$ cat src/rtl/pong_game_ctrl.sv
// Per-frame pong game controller: ball, paddles, serve timing, bounces and scoring.
// All game state advances once per frame on the rising edge of the renderer's VSync.
module pong_game_ctrl #(
   parameter int SCREEN_W     = 640,
   parameter int SCREEN_H     = 480,
   parameter int WALL_H       = 6,
   parameter int PAD_W        = 15,
   parameter int PAD_H        = 80,
   parameter int PAD_D_X      = 630,
   parameter int BALL_SZ      = 20,
   parameter int PAD_STEP     = 4,
   parameter int BALL_STEP    = 2,
   parameter int SERVE_FRAMES = 60,
   parameter int WIN_SCORE    = 9
) (
   input  logic       Clock,
   input  logic       Reset_n,
   input  logic       VSync,
   input  logic       btn_e_up,
   input  logic       btn_e_dn,
   input  logic       btn_d_up,
   input  logic       btn_d_dn,
   input  logic       start,
   output logic [9:0] bola_x,
   output logic [9:0] bola_y,
   output logic [9:0] barra_e_y,
   output logic [9:0] barra_d_y,
   output logic [3:0] score_e,
   output logic [3:0] score_d,
   output logic       point,
   output logic [1:0] state
);

   typedef enum logic [1:0] {
      ST_SERVE = 2'd0,
      ST_PLAY  = 2'd1,
      ST_SCORE = 2'd2,
      ST_OVER  = 2'd3
   } state_t;

   localparam logic [10:0] WALL       = 11'(WALL_H);
   localparam logic [10:0] PSTEP      = 11'(PAD_STEP);
   localparam logic [10:0] BSTEP      = 11'(BALL_STEP);
   localparam logic [10:0] BSZ        = 11'(BALL_SZ);
   localparam logic [10:0] PH         = 11'(PAD_H);
   localparam logic [10:0] PW         = 11'(PAD_W);
   localparam logic [10:0] PDX        = 11'(PAD_D_X);
   localparam logic [10:0] Y_PAD_MAX  = 11'(SCREEN_H - WALL_H - PAD_H);
   localparam logic [10:0] Y_BALL_MAX = 11'(SCREEN_H - WALL_H - BALL_SZ);
   localparam logic [9:0]  X_CTR      = 10'((SCREEN_W - BALL_SZ) / 2);
   localparam logic [9:0]  Y_CTR      = 10'((SCREEN_H - BALL_SZ) / 2);
   localparam logic [9:0]  PAD_CTR    = 10'((SCREEN_H - PAD_H) / 2);
   localparam logic [9:0]  X_BOUNCE_E = 10'(PAD_W);
   localparam logic [9:0]  X_BOUNCE_D = 10'(PAD_D_X - BALL_SZ);
   localparam logic [7:0]  SERVE_LAST = 8'(SERVE_FRAMES - 1);
   localparam logic [3:0]  WIN        = 4'(WIN_SCORE);

   logic       vs_q_r;
   logic       tick_s;
   state_t     state_r, state_nxt_s;
   logic [7:0] cnt_r, cnt_nxt_s;
   logic [9:0] ball_x_r, ball_x_nxt_s, ball_y_r, ball_y_nxt_s;
   logic [9:0] pad_e_r, pad_e_nxt_s, pad_d_r, pad_d_nxt_s;
   logic [3:0] score_e_r, score_e_nxt_s, score_d_r, score_d_nxt_s;
   logic       point_r, point_nxt_s;
   logic       dx_r, dx_nxt_s, dy_r, dy_nxt_s;
   logic [10:0] bx_w_s, by_w_s, pe_w_s, pd_w_s;
   logic       hit_e_s, hit_d_s;

   // Paddle step with wall clamping; 11-bit math keeps the subtraction from wrapping
   function automatic logic [9:0] paddle_next(input logic [9:0] y, input logic up, input logic dn);
      logic [10:0] y_w;
      logic [9:0]  res;
      y_w = {1'b0, y};
      if (up && !dn) begin
         if (y_w <= WALL + PSTEP) res = 10'(WALL);
         else                     res = 10'(y_w - PSTEP);
      end else if (dn && !up) begin
         if (y_w + PSTEP >= Y_PAD_MAX) res = 10'(Y_PAD_MAX);
         else                          res = 10'(y_w + PSTEP);
      end else begin
         res = y;
      end
      return res;
   endfunction

   assign tick_s  = VSync & ~vs_q_r;
   assign bx_w_s  = {1'b0, ball_x_r};
   assign by_w_s  = {1'b0, ball_y_r};
   assign pe_w_s  = {1'b0, pad_e_r};
   assign pd_w_s  = {1'b0, pad_d_r};
   // Overlap uses the paddle positions from before this frame's move
   assign hit_e_s = (by_w_s + BSZ > pe_w_s) && (by_w_s < pe_w_s + PH);
   assign hit_d_s = (by_w_s + BSZ > pd_w_s) && (by_w_s < pd_w_s + PH);

   // Next-state and next-value logic for the game FSM
   always_comb begin
      state_nxt_s   = state_r;
      cnt_nxt_s     = cnt_r;
      ball_x_nxt_s  = ball_x_r;
      ball_y_nxt_s  = ball_y_r;
      score_e_nxt_s = score_e_r;
      score_d_nxt_s = score_d_r;
      dx_nxt_s      = dx_r;
      dy_nxt_s      = dy_r;
      point_nxt_s   = 1'b0;
      if (tick_s) begin
         pad_e_nxt_s = paddle_next(pad_e_r, btn_e_up, btn_e_dn);
         pad_d_nxt_s = paddle_next(pad_d_r, btn_d_up, btn_d_dn);
      end else begin
         pad_e_nxt_s = pad_e_r;
         pad_d_nxt_s = pad_d_r;
      end
      case (state_r)
         ST_SERVE: begin
            ball_x_nxt_s = X_CTR;
            ball_y_nxt_s = Y_CTR;
            if (tick_s && cnt_r == SERVE_LAST) begin
               cnt_nxt_s   = 8'd0;
               state_nxt_s = ST_PLAY;
            end else if (tick_s) begin
               cnt_nxt_s = cnt_r + 8'd1;
            end else begin
               cnt_nxt_s = cnt_r;
            end
         end
         ST_PLAY: begin
            if (tick_s) begin
               if (dy_r) begin
                  if (by_w_s + BSTEP >= Y_BALL_MAX) begin
                     ball_y_nxt_s = 10'(Y_BALL_MAX);
                     dy_nxt_s     = 1'b0;
                  end else begin
                     ball_y_nxt_s = 10'(by_w_s + BSTEP);
                  end
               end else begin
                  if (by_w_s <= WALL + BSTEP) begin
                     ball_y_nxt_s = 10'(WALL);
                     dy_nxt_s     = 1'b1;
                  end else begin
                     ball_y_nxt_s = 10'(by_w_s - BSTEP);
                  end
               end
               // A miss leaves x where it was; the ball is recentred on the SCORE tick
               if (!dx_r) begin
                  if (bx_w_s <= PW + BSTEP && hit_e_s) begin
                     ball_x_nxt_s = X_BOUNCE_E;
                     dx_nxt_s     = 1'b1;
                  end else if (bx_w_s <= PW + BSTEP) begin
                     score_d_nxt_s = (score_d_r < WIN) ? score_d_r + 4'd1 : score_d_r;
                     point_nxt_s   = 1'b1;
                     dx_nxt_s      = 1'b0;
                     state_nxt_s   = ST_SCORE;
                  end else begin
                     ball_x_nxt_s = 10'(bx_w_s - BSTEP);
                  end
               end else begin
                  if (bx_w_s + BSTEP + BSZ >= PDX && hit_d_s) begin
                     ball_x_nxt_s = X_BOUNCE_D;
                     dx_nxt_s     = 1'b0;
                  end else if (bx_w_s + BSTEP + BSZ >= PDX) begin
                     score_e_nxt_s = (score_e_r < WIN) ? score_e_r + 4'd1 : score_e_r;
                     point_nxt_s   = 1'b1;
                     dx_nxt_s      = 1'b1;
                     state_nxt_s   = ST_SCORE;
                  end else begin
                     ball_x_nxt_s = 10'(bx_w_s + BSTEP);
                  end
               end
            end else begin
               ball_x_nxt_s = ball_x_r;
               ball_y_nxt_s = ball_y_r;
            end
         end
         ST_SCORE: begin
            if (tick_s) begin
               ball_x_nxt_s = X_CTR;
               ball_y_nxt_s = Y_CTR;
               dy_nxt_s     = 1'b1;
               if (score_e_r == WIN || score_d_r == WIN) begin
                  state_nxt_s = ST_OVER;
               end else begin
                  state_nxt_s = ST_SERVE;
                  cnt_nxt_s   = 8'd0;
               end
            end else begin
               state_nxt_s = ST_SCORE;
            end
         end
         ST_OVER: begin
            ball_x_nxt_s = X_CTR;
            ball_y_nxt_s = Y_CTR;
            if (start) begin
               score_e_nxt_s = 4'd0;
               score_d_nxt_s = 4'd0;
               cnt_nxt_s     = 8'd0;
               state_nxt_s   = ST_SERVE;
            end else begin
               state_nxt_s = ST_OVER;
            end
         end
         default: begin
            state_nxt_s = ST_SERVE;
         end
      endcase
   end

   // Game state registers with asynchronous reset
   always_ff @(posedge Clock or negedge Reset_n) begin
      if (!Reset_n) begin
         vs_q_r    <= 1'b0;
         state_r   <= ST_SERVE;
         cnt_r     <= 8'd0;
         ball_x_r  <= X_CTR;
         ball_y_r  <= Y_CTR;
         pad_e_r   <= PAD_CTR;
         pad_d_r   <= PAD_CTR;
         score_e_r <= 4'd0;
         score_d_r <= 4'd0;
         point_r   <= 1'b0;
         dx_r      <= 1'b1;
         dy_r      <= 1'b1;
      end else begin
         vs_q_r    <= VSync;
         state_r   <= state_nxt_s;
         cnt_r     <= cnt_nxt_s;
         ball_x_r  <= ball_x_nxt_s;
         ball_y_r  <= ball_y_nxt_s;
         pad_e_r   <= pad_e_nxt_s;
         pad_d_r   <= pad_d_nxt_s;
         score_e_r <= score_e_nxt_s;
         score_d_r <= score_d_nxt_s;
         point_r   <= point_nxt_s;
         dx_r      <= dx_nxt_s;
         dy_r      <= dy_nxt_s;
      end
   end

   assign bola_x    = ball_x_r;
   assign bola_y    = ball_y_r;
   assign barra_e_y = pad_e_r;
   assign barra_d_y = pad_d_r;
   assign score_e   = score_e_r;
   assign score_d   = score_d_r;
   assign point     = point_r;
   assign state     = state_r;

endmodule

$ cat config.mk
export PLATFORM = sky130hd
export DESIGN_NAME = pong_game_ctrl
export DESIGN_NICKNAME = d
export VERILOG_FILES = /design/src/rtl/pong_game_ctrl.sv
export SDC_FILE = /design/constraint.sdc
export NUM_CORES = 1
export LEC_CHECK = 0
export ABC_AREA = 1
export CORE_MARGIN = 1.5
export CORE_UTILIZATION = 50
export DETAILED_ROUTE_END_ITERATION = 8
export PLACE_DENSITY_LB_ADDON = 0.1
export SLEW_MARGIN = 25
export SYNTH_ARGS = -nofsm -noshare
export SYNTH_HDL_FRONTEND = slang
export SYNTH_SLANG_ARGS = --single-unit
$ cat constraint.sdc
create_clock -name Clock -period 2.6 [get_ports Clock]
set_input_delay 0.26 -clock Clock [delete_from_list [all_inputs] [get_ports Clock]]
set_output_delay 0.26 -clock Clock [all_outputs]
set_load 0.01 [all_outputs]
=== Yosys cells after proc, flatten, opt, wreduce, memory -nomap -nowiden ===
Index checks and enable logic that the tools add are counted.

* Output and inout bits: 51
* Register bits after elaboration: 62

* Equal/unequal tests: 26
* $add $sub $neg: 15
* Reductions and logical operators: 31
* Magnitude comparators: 14
* Bitwise logic cells: 2
* Multiplexer cells: 68

{| class="wikitable"
|+ Operator list
! cell !! count
|-
| two-way mux 10 bit || 20
|-
| one-hot mux 10 bit (3 select lines) || 2
|-
| two-way mux 4 bit || 11
|-
| two-way mux 8 bit || 5
|-
| >= comparator 11 x 9 -> 1 bit (second input constant) || 3
|-
| <= comparator 10 x 4 -> 1 bit (second input constant) || 3
|-
| inequality test 2 bit (second input constant) || 13
|-
| one-hot mux 8 bit (3 select lines) || 1
|-
| adder 10 x 2 -> 11 bit (second input constant) || 2
|-
| adder 10 x 3 -> 11 bit (second input constant) || 2
|-
| adder 10 x 7 -> 11 bit (second input constant) || 2
|-
| greater-than comparator 11 x 10 -> 1 bit || 2
|-
| less-than comparator 10 x 11 -> 1 bit || 2
|-
| two-way mux 2 bit || 10
|-
| subtractor 10 x 2 -> 10 bit (second input constant) || 2
|-
| subtractor 10 x 3 -> 10 bit (second input constant) || 2
|-
| one-hot mux 4 bit (2 select lines) || 2
|-
| two-way mux 1 bit || 15
|-
| inequality test 3 bit (second input constant) || 5
|-
| AND reduction 7 bit || 2
|-
| adder 10 x 5 -> 11 bit (second input constant) || 1
|-
| adder 11 x 5 -> 11 bit (second input constant) || 1
|-
| >= comparator 11 x 10 -> 1 bit (second input constant) || 1
|-
| <= comparator 10 x 5 -> 1 bit (second input constant) || 1
|-
| 24 further kinds || 46
|}

=== Depth between registers and ports, before layout ===
Gate-level depths: netlist (run 1).

* Depth in word-level cells: 8
* Depth in mapped cells: 24

=== Least setup slack after synthesis (run 1) ===
Ideal clock, no wire load.

* Path type: flip-flop to flip-flop
* Start: register ball_y_r[2], in the netlist bola_y[2]
* End: register ball_x_r[9], in the netlist bola_x[9]
* Arrival time: 2665 ps
* Data required time: 2526 ps
* Setup slack: -139 ps
* Library setup time: 74 ps
* Period minus slack after synthesis: 2739 ps
* Path buffers: 1
* Stages on the path, launching flop included: 23
* Path through: dfstp_2 > ha_1 > nor2_1 > nor2_2 > xor2_1 > inv_1 > ha_1 > nand2_1 > inv_1 > nor3_1 > o21ai_0 > nand2_1 > nand2_1 > nand2_1 > nand2_1 > a21oi_1 > nand2_2 > nand2_2 > nand2_4 > nand2_4 > buf_6 > nand2_1 > o21ai_2

* Cells in the longest elaborated chain, start to end: 8
* Elaborated cells between the ends (all ways): 17
* Classes of those cells: 1 x add/sub; 4 x order compare; 2 x eq/ne; 5 x mux; 5 x reduce/logical

{| class="wikitable"
|+ RTL lines
! element !! RTL line !! text
|-
| from (decl) || 62 || <nowiki>logic [9:0] ball_x_r, ball_x_nxt_s, ball_y_r, ball_y_nxt_s;</nowiki>
|-
| from (signal assigned) || 228 || <nowiki>ball_y_r <= ball_y_nxt_s;</nowiki>
|-
| adder 10 x 5 -> 11 bit || 93, 94 ||
|-
| greater-than comparator 11 x 10 -> 1 bit, on equally long branches || 93, 94 ||
|-
| logical AND 1 bit, on equally long branches || 93, 94 ||
|-
| logical AND 1 bit, on equally long branches || 146, 158 ||
|-
| two-way mux 10 bit, on equally long branches || 146, 158 ||
|-
| two-way mux 10 bit || 145 || <nowiki>if (!dx_r) begin</nowiki>
|-
| two-way mux 10 bit || 128 || <nowiki>if (tick_s) begin</nowiki>
|-
| one-hot mux 10 bit (3 select lines) || 114 || <nowiki>case (state_r)</nowiki>
|-
| to (signal assigned) || 227 || <nowiki>ball_x_r <= ball_x_nxt_s;</nowiki>
|-
| to (decl) || 62 ||
|}

Parallel ways exist; a longest one is shown, timed or not. The select of a mux whose other input is x is not followed.
A chain may end at the register's enable or synchronous reset.

=== Final worst setup path (run 1) ===
* Start: register ball_y_r[2], in the netlist bola_y[2]
* End: register ball_x_r[5], in the netlist bola_x[5]

The elaborated chain is that of the path after synthesis.

==> reports/metrics.cfg, run 1 <==
[status]
outcome = finished with violations
violations = setup timing

[drt]
wl_mm = 17.0
drc = 0
wl_per_cell_um = 14.8
vias_per_cell = 5.48
drtIter0Drc = 471
dr.pass1.iters = 5
drtAntennaViolNets = 0
vias = 6302

[clock_network]
cts_tree = done
cts_root_buf = clkbuf_16
clkLatencyLatePin_ns = 0.34
clock_sinks = 59
cts_max_path_buffers = 2
htreeDepth = 3
postCtsHoldBufs = 0
cts-buffers-inserted = 9
clk_pin_slew_worst_paths_ns = 0.06

[worst_setup_path]
crit_path_start = bola_y[2]$_DFFE_PN1P_
crit_fanout = 6
r2r_start = bola_y[2]$_DFFE_PN1P_
r2r-end = bola_x[5]$_DFFE_PN1P_
critPathLaunchType = flip-flop
cp-end-kind = flip-flop
critical_path_class = reg2reg
r2r_cells = 18
required_ns = 2.87
r2r_setup_slack_ns = -0.29
cp_data_arrival_time_ns = 3.16

[floorplanning]
core_area_sq_um = 11500
die_h_um = 112
initial_core_util_pct = 51.3
die_w_um = 112
fp.dieArea_sq_um = 12400
pin_count = 59
rows = 39

[timing]
slew-limit-headroom_pct = 47.5
tns_ns = -4.92
setup_viol = 22
tightest_slew_ns = 0.787
clock_skew_ns = 0.00906
min_period_ns = 2.89
timing.fmax_mhz = 346
rsz0062_at_grt = yes
fin_crit_sh_pct = 111
finalWorstSetupSlack_ns = -0.291
hold_violations = 0
slew_violations = 0

[final_layout]
area_growth_pct = 34.4
diodes = 0
finish.net_count = 1079
drive_gt1_share_pct = 20.7

[grt]
grt_max_degree = 60
grtUsageTotal_pct = 28.5
grt_pass1_vias = 6293
antenna_found_initial = 0
grt_pass1_wl_mm = 29.1
grt_overflow_total = 0

[logic_synthesis]
synth.most_common_cell = nand2_1
synth-edff-count = 0
synth_area_per_cell_sq_um = 6.90
yosys-top-cells-count = nand2_1 (187), inv_1 (121), nor2_1 (81), ha_1 (69), nand3_1 (67)
async_flop_share_pct = 100
ys_seq_elements = 59
synth_area_leaders = dfrtp_1 (17%), ha_1 (15%), nand2_1 (12%)
synth_largest_area_cell = dfrtp_1
synthesis.area_sq_um = 5890
ys_warn_count = 0
synth_cells = 853
yosysTopAreaCellShare_pct = 17.4
synthFlopType = dfrtp_1
ys_seq_area_share_pct = 25.5
synth_cell_types = 48

[placed_design]
dpl_worst_slack_ns = -0.215
portBuffers = 55
gp_congestion = 0.970
dpl.hpwl_mm = 13.0

[run]
maxCapViolCount = 0

[pwr]
p_leak_nw = 3.91
p_per_area_nw_per_um2 = 1180
max-vdd-ir-drop_v = 0.000617

[min_path]
holdCritPathClass = in2async

-- cell families (layout without fill, tap and decap cells) --
kind of cell               count (synthesis)  after routing  share of synthesized area [%]
other                                      1              3                         0.0637
xor gates and xnor gates                  45             45                           6.70
DFF                                       59             59                           25.5
buffers and inverters                    143            294                           9.59
and+or+nand+nor                          386            387                           28.2
adders and majority gates                 69             69                           14.7
AOI/OAI and AO/OA                        150            150                           15.3
-- placed cells by master, fill, tap and decap left out, types with 14 or more instances in the layout --
| master | count |
|---|---|
| ha_1 | 63 |
| nand4_1 | 19 |
| xor2_1 | 40 |
| nor3_1 | 14 |
| buf_4 | 89 |
| nand3_1 | 60 |
| dfstp_2 | 18 |
| nand2_2 | 18 |
| inv_1 | 118 |
| dfrtp_1 | 41 |
| o21ai_0 | 38 |
| clkdlybuf4s50_1 | 54 |
| nor2_1 | 72 |
| a21oi_1 | 32 |
| nand2_1 | 169 |
-- worst max-delay path: stages (launching register included) --
cell and delay (ns):
dfstp_2 0.58, ha_4 0.16, nor2_4 0.04, nor2_4 0.16, xor2_1 0.24, inv_2 0.10
ha_4 0.29, nand2_2 0.05, o21a_1 0.16, nor2_1 0.12, nor2_1 0.05, nand2_1 0.09
nand3_2 0.13, nand2_2 0.12, nand2_2 0.09, nand2_4 0.12, buf_6 0.12, nand2_8 0.06
o21ai_4 0.15
-- metrics by stage --
stage | instance area, sq um | utilization, % | cells | total power (W) | hold slack, ns
finish | 7910 | 69.0 | 1150 | 0.00932 | 0.0554
global route | 7910 | 69.0 | 1150 | 0.0102 | 0.171
CTS | 7670 | 66.9 | 1144 | 0.00896 | 0.119
detailed placement | 7230 | 63.0 | 1123 | 0.00748 | 0.479
global placement | 7230 | 63.0 | 1123 | 0.00733 | 0.472
floorplan | 5960 | - | 855 | 0.00528 | -0.0356
-- worst max path at each step --
stage,to,slack (ns),depth (start not counted)
2_1_floorplan,state[1]$_DFFE_PN0P_,-0.07,19
3_3_place_gp,bola_x[1]$_DFFE_PN1P_,-0.11,22
3_5_place_dp,bola_x[4]$_DFFE_PN1P_,-0.22,22
4_1_cts,bola_x[0]$_DFFE_PN0P_,-0.14,21
5_1_grt,score_d[0]$_DFFE_PN0P_,-0.50,18
6_report,bola_x[5]$_DFFE_PN1P_,-0.29,18
-- flip-flops by register name, indices dropped and copies added (netlist names), 2 cells and up --
register,cells
barra_e_y,9
barra_d_y,9
bola_y,9
state,2
bola_x,10
score_d,4
cnt_r,8
score_e,4
-- power by group --
group | leakage (nW) | total (W) | internal [W] | switching (W)
logic | 3.05 | 0.00627 | 0.00277 | 0.00350
clock network | 0.156 | 0.00133 | 0.000845 | 0.000482
registers | 0.708 | 0.00172 | 0.00130 | 0.000415
-- repair_timing --
action,CTS,global route
pin swaps,11,27
endpoints found under the hold margin,0,0
resized for setup,23,52
gates cloned,1,0
setup endpoints to repair,23,28
setup buffers,4,6
-- layer usage --
| metal | wire length (um) | track usage [%] | share of wire [%] |
|---|---|---|---|
| met2 | 8230 | 49.9 | 48 |
| met5 | 0 | 0 | 0 |
| met1 | 7530 | 35.8 | 44 |
| met3 | 752 | 3.76 | 4.4 |
| met4 | 505 | 11.1 | 3.0 |
-- layout make-up --
type / instances / area, sq um
Multi-Input combinational cell: 654 / 4160
Fill cell: 959 / 3550
Sequential cell: 59 / 1500
Timing Repair Buffer: 148 / 1260
Inverter: 130 / 490
Clock buffer: 9 / 225
Tap cell: 143 / 179
Clock inverter: 7 / 98.8
Power figures use the tool's default switching activity.
==> inputs of run 2 (changes only) <==
--- a/config.mk
+++ b/config.mk
@@ -6,7 +6,8 @@
 export NUM_CORES = 1
 export LEC_CHECK = 0
 export ABC_AREA = 1
-export CORE_MARGIN = 1.5
+export ABC_CLOCK_PERIOD_IN_PS = 2600
+export CORE_MARGIN = 10
 export CORE_UTILIZATION = 50
 export DETAILED_ROUTE_END_ITERATION = 8
 export PLACE_DENSITY_LB_ADDON = 0.1
==> reports/metrics.cfg, run 2 (synthesis results as in run 1) <==
[status]
outcome = finished with violations
violations = setup timing

[drt]
drt-met1-wl_mm = 7.60
vias_per_cell = 5.49
drtIter0Drc = 491
routed-wl-met3_um = 897
wl_met2_mm = 8.64
top_layer_used = met4
wl_per_cell_um = 15.2
dr.pass1.iters = 5
drtAntennaViolNets = 0
wl_mm = 17.5
drc = 0
vias = 6314

[clock_network]
cts_max_path_buffers = 2
clock_sinks = 59
htreeDepth = 3
cts_tree = done
cts_root_buf = clkbuf_16
clkLatencyLatePin_ns = 0.34
clk_pin_slew_worst_paths_ns = 0.06
cts-buffers-inserted = 9

[final_layout]
multiInputGateArea_sq_um = 4180
finish.utilization_pct = 69.2
finish.net_count = 1079
final_common_cell = nand2_1
largest_reg_flops = 10
area_growth_pct = 34.9
diodes = 0
seq_area_sq_um = 1500
fillers = 979
drive_gt1_share_pct = 21.7
mostFrequentLayoutCells = nand2_1 (170), inv_1 (115), buf_4 (89)

[grt]
grt_pass1_vias = 6235
grt_pass1_wl_mm = 29.1
grtUsageTotal_pct = 21.1
antenna_found_initial = 0
grt_overflow_total = 0
grt_max_degree = 60

[min_path]
holdCritPathClass = in2reg
whs_endpoint = vs_q_r$_DFF_PN0_
worst_hold_path.num_cells = 1
hold_path_startpoint = VSync

[timing]
clock_skew_ns = 0.00834
finalWorstSetupSlack_ns = -0.189
setup_viol = 19
fin_crit_sh_pct = 107
hold_violations = 0
slew_violations = 0
timing.fmax_mhz = 359
min_period_ns = 2.79
slew-limit-headroom_pct = 40.8
rsz0062_at_grt = yes
tightest_slew_ns = 0.877

[pwr]
p_per_area_nw_per_um2 = 1190
p_leak_nw = 3.87
max-vdd-ir-drop_v = 0.000679

[worst_setup_path]
r2r_setup_slack_ns = -0.19
cp_data_arrival_time_ns = 3.05
crit_fanout = 8
crit_chain = ha_4 > nor2_2 > nor2_4 > xor2_1 > inv_2 > ha_4 > a21oi_2 > o21a_1 > nor2_1 > nor2_1 > nand2_2 > nand3_4 > nand2_4 > o21ai_2 > inv_2 > nor2_4 > nand3_2 > o21ai_1
critPathLaunchType = flip-flop
critical_path_class = reg2reg
cp-end-kind = flip-flop
slowest_stage = dfstp_2
required_ns = 2.86
r2r_start = bola_y[2]$_DFFE_PN1P_
crit_path_max_incr_delay_ns = 0.56
r2r_cells = 18
r2r-end = score_d[1]$_DFFE_PN0P_
crit_path_start = bola_y[2]$_DFFE_PN1P_

[floorplanning]
die_w_um = 129
pin_count = 59
core_area_sq_um = 11500
rows = 39
initial_core_util_pct = 51.3
fp.dieArea_sq_um = 16500
die_h_um = 129

[placed_design]
gp_congestion = 0.964
dpl_worst_slack_ns = -0.209
portBuffers = 55
dpl.hpwl_mm = 13.6

[run]
maxCapViolCount = 0

run 2: timing repair:
action                                  4_1_cts  5_1_grt
endpoints found under the setup margin       22       24
endpoints found under the hold margin        41        0
gates resized for setup                      33       45
hold buffers                                  1        0
pin swaps                                    20       21
buffers inserted                              7        3
run 2: per-stage QoR:
step | TNS (ns) | hold WS [ns] | power, W | instances | area [sq um]
6_report | -2.35 | 0.389 | 0.00944 | 1150 | 7940
3_5_place_dp | -3.44 | 0.295 | 0.00754 | 1123 | 7240
2_1_floorplan | -0.398 | -0.0356 | 0.00528 | 855 | 5960
3_3_place_gp | -1.77 | 0.290 | 0.00739 | 1123 | 7240
5_1_grt | -6.02 | 0.401 | 0.0103 | 1150 | 7940
4_1_cts | -0.756 | 0.384 | 0.00914 | 1147 | 7750
run 2: worst max-delay path by stage:
stage,endpoint,cells past startpoint
finish,score_d[1]$_DFFE_PN0P_,18
global route,score_d[1]$_DFFE_PN0P_,18
CTS,bola_x[0]$_DFFE_PN0P_,19
detailed placement,score_d[2]$_DFFE_PN0P_,17
global placement,bola_x[2]$_DFFE_PN1P_,22
floorplan,state[1]$_DFFE_PN0P_,19
run 2: final cells by class:
cell class / count / share of cell area, %
Timing Repair Buffer: 149 / 16.1
Tap cell: 143 / 2.25
Multi-Input combinational cell: 653 / 52.7
Clock inverter: 6 / 0.898
Inverter: 130 / 6.18
Sequential cell: 59 / 18.9
Clock buffer: 10 / 3.01
run 2: metal layers:
| layer | track usage [%] | up-vias |
|---|---|---|
| met1 | 25.5 | 2975 |
| met2 | 36.3 | 175 |
| met4 | 7.66 | 0 |
| li1 | - | 3123 |
| met3 | 4.27 | 41 |
| met5 | 0 | - |
run 2: where the power goes:
group | switching (W) | internal (W)
Clock | 0.000471 | 0.000777
Combinational | 0.00357 | 0.00289
Sequential | 0.000427 | 0.00131
Total | 0.00447 | 0.00497
run 2: critical path: cells and delay by family, from the launching register on:
kind | cells | cell delay, ns
adders and majority gates | 2 | 0.38
DFF | 1 | 0.56
AOI/OAI and AO/OA | 4 | 0.49
xor gates and xnor gates | 1 | 0.19
and+or+nand+nor | 9 | 0.93
buffers and inverters | 2 | 0.14
